$ cat config.mk
export PLATFORM = sky130hd
export DESIGN_NAME = shift_pipe_flat
export DESIGN_NICKNAME = d
export VERILOG_FILES = /design/src/rtl/shift_pkg.sv /design/src/rtl/shift_if.sv /design/src/rtl/shift_level.sv /design/src/rtl/shift_pipe.sv /design/src/flat_wrapper.sv
export SDC_FILE = /design/constraint.sdc
export NUM_CORES = 1
export LEC_CHECK = 0
export CORE_MARGIN = 2
export CORE_UTILIZATION = 49
export DETAILED_ROUTE_END_ITERATION = 7
export PLACE_DENSITY = 0.73
export SLEW_MARGIN = 40
export SYNTH_ARGS = -nofsm -noshare
export SYNTH_HDL_FRONTEND = slang
export SYNTH_HIERARCHICAL = 1
export SYNTH_SLANG_ARGS = --single-unit
$ cat constraint.sdc
create_clock -name clk -period 1.95 [get_ports clk]
set_clock_uncertainty 0.15 [all_clocks]
set_input_delay 0.195 -clock clk [delete_from_list [all_inputs] [get_ports clk]]
set_output_delay 0.195 -clock clk [all_outputs]
set_load 0.02 [all_outputs]
$ cat src/rtl/shift_pkg.sv
// Shared definitions for the pipelined barrel shifter: op codes, the payload
// control bundle and the mapping from shift level to pipeline stage.
package shift_pkg;

    typedef enum logic [1:0] {
        OP_ROL = 2'b00,
        OP_SLL = 2'b01,
        OP_SRL = 2'b10,
        OP_SRA = 2'b11
    } op_e;

    // Control fields that travel with every beat; the data, cnt and tag
    // fields depend on module parameters and are wrapped around this in the top.
    typedef struct packed {
        op_e  op;
        logic sign;
        logic valid;
    } payload_ctrl_t;

    function automatic int stage_of(int lvl, int stages, int levels);
        return (lvl * stages) / levels;
    endfunction

    function automatic int first_level(int stage, int stages, int levels);
        for (int i = 0; i < levels; i++)
            if (stage_of(i, stages, levels) == stage) return i;
        return 0;
    endfunction

    function automatic int last_level(int stage, int stages, int levels);
        for (int i = levels - 1; i >= 0; i--)
            if (stage_of(i, stages, levels) == stage) return i;
        return 0;
    endfunction

endpackage

$ cat src/rtl/shift_if.sv
// Valid/ready request and response bundle of the shifter; the shifter
// consumes requests and produces results through the slave modport.
interface shift_if #(
    parameter int WIDTH = 16,
    parameter int TAG_W = 4
);
    localparam int CNT_W = $clog2(WIDTH);

    logic             in_valid;
    logic             in_ready;
    logic [WIDTH-1:0] in_data;
    logic [CNT_W-1:0] in_cnt;
    logic [1:0]       in_op;
    logic [TAG_W-1:0] in_tag;

    logic             out_valid;
    logic             out_ready;
    logic [WIDTH-1:0] out_data;
    logic [TAG_W-1:0] out_tag;
    logic             out_zero;

    modport master (
        output in_valid, in_data, in_cnt, in_op, in_tag, out_ready,
        input  in_ready, out_valid, out_data, out_tag, out_zero
    );

    modport slave (
        input  in_valid, in_data, in_cnt, in_op, in_tag, out_ready,
        output in_ready, out_valid, out_data, out_tag, out_zero
    );

endinterface

$ cat src/rtl/shift_level.sv
// One combinational level of the barrel shifter: moves data by 2**LVL
// positions in the direction selected by op when en is set.
module shift_level
    import shift_pkg::*;
#(
    parameter int WIDTH = 16,
    parameter int LVL   = 0
) (
    input  logic [WIDTH-1:0] data,
    input  logic             en,
    input  op_e              op,
    input  logic             sign,
    output logic [WIDTH-1:0] result
);
    localparam int SH = 2 ** LVL;

    logic [WIDTH-1:0] moved;

    // NOTE: assign a default before the case so every path drives moved and no latch is inferred.
    always_comb begin
        moved = data;
        case (op)
            OP_ROL:  moved = {data[WIDTH-1-SH:0], data[WIDTH-1 -: SH]};
            OP_SLL:  moved = data << SH;
            OP_SRL:  moved = data >> SH;
            OP_SRA:  moved = {{SH{sign}}, data[WIDTH-1:SH]};
            default: moved = data;
        endcase
    end

    assign result = en ? moved : data;

endmodule

$ cat src/rtl/shift_pipe.sv
// Pipelined barrel shifter/rotator with valid/ready on both sides; the shift
// levels are spread over STAGES register stages under a global stall.
module shift_pipe
    import shift_pkg::*;
#(
    parameter int WIDTH  = 16,
    parameter int STAGES = 2,
    parameter int TAG_W  = 4
) (
    input logic    clk,
    input logic    rst,
    shift_if.slave bus
);
    localparam int LVLS = $clog2(WIDTH);

    typedef struct packed {
        logic [WIDTH-1:0] data;
        logic [LVLS-1:0]  cnt;
        logic [TAG_W-1:0] tag;
        payload_ctrl_t    ctrl;
    } payload_t;

    payload_t         pl_in   [STAGES];
    payload_t         stage_d [STAGES];
    payload_t         stage_q [STAGES];
    logic [WIDTH-1:0] lvl_out [LVLS];
    logic             advance;
    logic             zero_q;

    assign advance      = !stage_q[STAGES-1].ctrl.valid || bus.out_ready;
    assign bus.in_ready = advance;

    // Idle input fields are forced to zero so don't-care operands never enter the pipe.
    always_comb begin
        pl_in[0]           = '0;
        pl_in[0].ctrl.valid = bus.in_valid;
        if (bus.in_valid) begin
            pl_in[0].data      = bus.in_data;
            pl_in[0].cnt       = bus.in_cnt;
            pl_in[0].tag       = bus.in_tag;
            pl_in[0].ctrl.op   = op_e'(bus.in_op);
            pl_in[0].ctrl.sign = bus.in_data[WIDTH-1];
        end
        for (int s = 1; s < STAGES; s++)
            pl_in[s] = stage_q[s-1];
    end

    for (genvar i = 0; i < LVLS; i++) begin : g_lvl
        localparam int S = stage_of(i, STAGES, LVLS);
        logic [WIDTH-1:0] src;

        if (i == first_level(S, STAGES, LVLS)) begin : g_head
            assign src = pl_in[S].data;
        end else begin : g_chain
            assign src = lvl_out[i-1];
        end

        shift_level #(
            .WIDTH (WIDTH),
            .LVL   (i)
        ) u_level (
            .data   (src),
            .en     (pl_in[S].cnt[i]),
            .op     (pl_in[S].ctrl.op),
            .sign   (pl_in[S].ctrl.sign),
            .result (lvl_out[i])
        );
    end

    always_comb begin
        for (int s = 0; s < STAGES; s++) begin
            stage_d[s]      = pl_in[s];
            stage_d[s].data = lvl_out[last_level(s, STAGES, LVLS)];
        end
    end

    // NOTE: state updates use <= so every stage samples its predecessor's pre-edge value.
    always_ff @(posedge clk) begin
        if (rst) begin
            // NOTE: the pipeline is plain flops, so it is fully cleared; in-flight beats are dropped.
            for (int s = 0; s < STAGES; s++)
                stage_q[s] <= '0;
            zero_q <= 1'b0;
        end else if (advance) begin
            for (int s = 0; s < STAGES; s++)
                stage_q[s] <= stage_d[s];
            zero_q <= stage_d[STAGES-1].ctrl.valid && (stage_d[STAGES-1].data == '0);
        end
    end

    assign bus.out_valid = stage_q[STAGES-1].ctrl.valid;
    assign bus.out_data  = stage_q[STAGES-1].data;
    assign bus.out_tag   = stage_q[STAGES-1].tag;
    assign bus.out_zero  = zero_q;

endmodule

$ cat src/flat_wrapper.sv
// flat-port wrapper written by rule: the top's interface ports become plain ports
module shift_pipe_flat import shift_pkg::*;
#(
    parameter int WIDTH  = 16,
    parameter int STAGES = 2,
    parameter int TAG_W  = 4
)
  (clk, rst, bus_in_valid, bus_in_data, bus_in_cnt, bus_in_op, bus_in_tag, bus_out_ready, bus_in_ready, bus_out_valid, bus_out_data, bus_out_tag, bus_out_zero);
  shift_if #(.WIDTH(WIDTH), .TAG_W(TAG_W)) bus_i ();
  input logic clk;
  input logic rst;
  input wire logic [$bits(bus_i.in_valid)-1:0] bus_in_valid;
  input wire logic [$bits(bus_i.in_data)-1:0] bus_in_data;
  input wire logic [$bits(bus_i.in_cnt)-1:0] bus_in_cnt;
  input wire logic [$bits(bus_i.in_op)-1:0] bus_in_op;
  input wire logic [$bits(bus_i.in_tag)-1:0] bus_in_tag;
  input wire logic [$bits(bus_i.out_ready)-1:0] bus_out_ready;
  output wire logic [$bits(bus_i.in_ready)-1:0] bus_in_ready;
  output wire logic [$bits(bus_i.out_valid)-1:0] bus_out_valid;
  output wire logic [$bits(bus_i.out_data)-1:0] bus_out_data;
  output wire logic [$bits(bus_i.out_tag)-1:0] bus_out_tag;
  output wire logic [$bits(bus_i.out_zero)-1:0] bus_out_zero;
  assign bus_i.in_valid = bus_in_valid;
  assign bus_i.in_data = bus_in_data;
  assign bus_i.in_cnt = bus_in_cnt;
  assign bus_i.in_op = bus_in_op;
  assign bus_i.in_tag = bus_in_tag;
  assign bus_i.out_ready = bus_out_ready;
  assign bus_in_ready = bus_i.in_ready;
  assign bus_out_valid = bus_i.out_valid;
  assign bus_out_data = bus_i.out_data;
  assign bus_out_tag = bus_i.out_tag;
  assign bus_out_zero = bus_i.out_zero;
  shift_pipe #(.WIDTH(WIDTH), .STAGES(STAGES), .TAG_W(TAG_W)) u_core (.clk(clk), .rst(rst), .bus(bus_i));
endmodule
==> flow_summary_export.csv <==
group,metric,value,unit
run_status,status,"complete, but fails checks",
run_status,failed_checks,"setup timing",
clock_tree,htree_levels,2,
placed_design,place_area,0.00409,sq mm
yosys,synth_edf_count,47,
yosys,synth_common_cells,"nor2_1 (56), edfxtp_1 (47), and2_1 (44)",
worst_setup_path,end_kind,"flip-flop",
floorplan,dieHeight,86.8,um
yosys,synth-main-ff-cell,"edfxtp_1",
timing,maxSlewViolCount,0,
timing,setup_violations,2,
timing,final-hold-violation-count,0,
routing,drc,0,
worst_setup_path,cp-start-kind,"flip-flop",
routing,drtAntennaViolNets,0,
worst_setup_path,worstPathRequired,1.99,ns
yosys,synth_fp_nets,387,
clock_tree,cts_buffers,5,
worst_setup_path,r2r_cells,8,
routing,drtPass1Iterations,4,
floorplan,core,0.00672,sq mm
finish,layout.area.seq,0.00143,sq mm
routing,wirelength,7.26,mm
hold_path,min_from,"bus_in_op[1]",
floorplan,ios,53,
global_route,grt_max_degree,49,
timing,period_share,112,%
floorplan,row_count,30,
placed_design,portBuffers,52,
yosys,synth_seq_cells,48,
finish,nets,461,
pwr,p_leak,1.76,nW
pwr,power_density,645,mW/mm^2
global_route,track_usage,19.4,%
finish,multiInputGateArea,0.00193,sq mm
global_route,overflow,0,
finish,num-fill-cells,550,
worst_setup_path,reg2reg_to,"u_core/bus.out_zero",
routing,wl_per_cell,14.2,um
clock_tree,hold_buffers,0,
hold_path,min_to,"u_core/stage_q[0][3]",
clock_tree,clk_path_buf_depth,2,
clock_tree,insertion_delay,0.29,ns
floorplan,die_w,86.8,um
yosys,ys_seq_area_share,42.6,%
clock_tree,clock_sinks,48,
yosys,yosysMostFrequentCell,"nor2_1",
worst_setup_path,regToRegSetupSlack,-0.23,ns
yosys,synth_top_area_share,42.0,%
timing,fin_crit,2.18,ns
floorplan,start_util,50.0,%
finish,diodes,0,
timing,worst_pin_slew,0.432,ns
worst_setup_path,arrival,2.23,ns
hold_path,hold_depth,2,
routing,drtIter0Drc,68,
flow_run,cap_violations,0,
yosys,async_reset_ff_share,0,%
yosys,netlist_area,0.00336,sq mm
yosys,syn_avg_cell_area,9.40,sq um
global_route,antenna_found_initial,0,
routing,vias_per_cell,5.32,
floorplan,dieArea,0.00753,sq mm
pwr,peakVddDrop,0.000331,V
clock_tree,clk_pin_slew,0.08,ns
placed_design,hpwl,5.30,mm
timing,worst_slack,-0.233,ns
global_route,grt_pass1_vias,2529,
pwr,total_power,0.00291,W
yosys,synth_cells,357,
timing,rsz0062_at_grt,"yes",
finish,fin_area,0.00451,sq mm
yosys,ys_warn_count,6,
finish,layout-drive-gt1-share,27.1,%
yosys,yosys-top-cells-area,"edfxtp_1 (42%), mux2i_1 (10%), and2_1 (8.2%), nor2_1 (6.3%), a21oi_1 (5.1%)",
global_route,grt_pass1_wl,11.7,mm
clock_tree,cts_tree,"yes",
yosys,yosysTopAreaCell,"edfxtp_1",
worst_setup_path,crit_type,"reg -> reg",
timing,tns,-0.252,ns
timing,slew_headroom,71.2,%
yosys,yosys.cell_types.count,32,
placed_design,routabilityCongestion,0.839,
worst_setup_path,cp_max_fo,6,
timing,fmax,458,MHz
finish,syn2layout_area_growth,34.4,%
worst_setup_path,reg2reg_from,"u_core/stage_q[0][3]",
routing,vias,2724,
hold_path,hold_class,"in -> reg",
clock_tree,clockRootBuffer,"clkbuf_8",
-- final cells by class --
class                           count  share of cell area [%]
Timing Repair Buffer               94                    20.2
Sequential cell                    48                    31.7
Tap cell                           80                    2.22
Clock buffer                        6                    1.61
Clock inverter                      2                   0.776
Inverter                            8                   0.666
Multi-Input combinational cell    274                    42.8
-- flip-flops by register name, summed over array words and instances, names as in the netlist --
signal / count
u_core/stage_q: 47
u_core/bus.out_zero: 1
-- per-stage QoR --
step | util (%) | cells | hold slack [ns] | worst slack (ns)
floorplan | - | 357 | 0.274 | -0.0340
global placement | 60.9 | 495 | 0.355 | -0.328
detailed placement | 60.9 | 495 | 0.351 | -0.406
CTS | 63.9 | 506 | 0.371 | -0.208
global route | 67.2 | 512 | 0.197 | -0.283
finish | 67.2 | 512 | 0.164 | -0.233
-- critical path, cell delays in order (launching register included) --
cell	delay [ns]
edfxtp_1	0.43
buf_6	0.16
or3b_4	0.38
a31oi_4	0.20
nand2b_1	0.10
a31oi_2	0.20
nor4_2	0.05
and4_1	0.21
a31o_2	0.19
-- worst max-delay path by stage --
stage / cells after the start / startpoint / endpoint
after floorplan: 8 / u_core/stage_q[0][3] / u_core/bus.out_zero
after global placement: 7 / u_core/stage_q[0][3] / u_core/bus.out_zero
after detailed placement: 7 / bus_in_valid / u_core/stage_q[0][13]
after CTS: 7 / u_core/stage_q[0][3] / u_core/bus.out_zero
after global routing: 8 / u_core/stage_q[0][3] / u_core/bus.out_zero
final: 8 / u_core/stage_q[0][3] / u_core/bus.out_zero
-- what timing repair did --
action / 4_1_cts / 5_1_grt
endpoints found under the setup margin: 22 / 18
hold endpoints to repair: 0 / 0
gates resized for setup: 17 / 32
pin swaps: 8 / 16
cloned: 1 / 0
setup buffers: 4 / 6
-- cells in the final DEF, fill, tap and decap left out, drive strengths merged --
cell | Yosys | routed
a21oi | 34 | 34
a31o | 1 | 1
a31oi | 22 | 22
and2 | 58 | 59
and3 | 9 | 9
and4 | 1 | 1
buf | 17 | 42
bufinv | 0 | 1
clkbuf | 11 | 6
clkdlybuf4s50 | 0 | 50
clkinv | 0 | 1
dfxtp | 1 | 1
dlygate4sd2 | 0 | 1
dlymetal6s2s | 0 | 1
edfxtp | 47 | 47
inv | 8 | 8
mux2i | 34 | 34
nand2 | 15 | 15
nand2b | 16 | 16
nand3 | 4 | 4
nor2 | 56 | 56
nor2b | 2 | 2
nor3b | 1 | 1
nor4 | 4 | 4
o22ai | 8 | 8
or2 | 1 | 1
or3b | 7 | 7
-- logic make-up after synthesis --
family	after synthesis	synth area share (%)
compound gates	65	10.9
mux	34	10.1
flops	48	42.6
buf+inv	36	6.75
simple gates	174	29.6
-- layer usage --
metal | up-vias | GRT usage, % | part of all wire (%)
li1 | 1404 | - | -
met1 | 1270 | 22.3 | 42
met2 | 42 | 37.3 | 55
met3 | 8 | 2.29 | 1.6
met4 | 0 | 5.40 | 1.8
met5 | - | 0 | 0
-- report_power, final --
part,leakage (nW),switching (W),internal [W],total [W]
Sequential,0.560,0.0000457,0.00124,0.00128
Combinational,1.14,0.000453,0.000480,0.000933
Clock,0.0552,0.000314,0.000381,0.000695
Note: power is estimated with default switching activity, not from simulation.
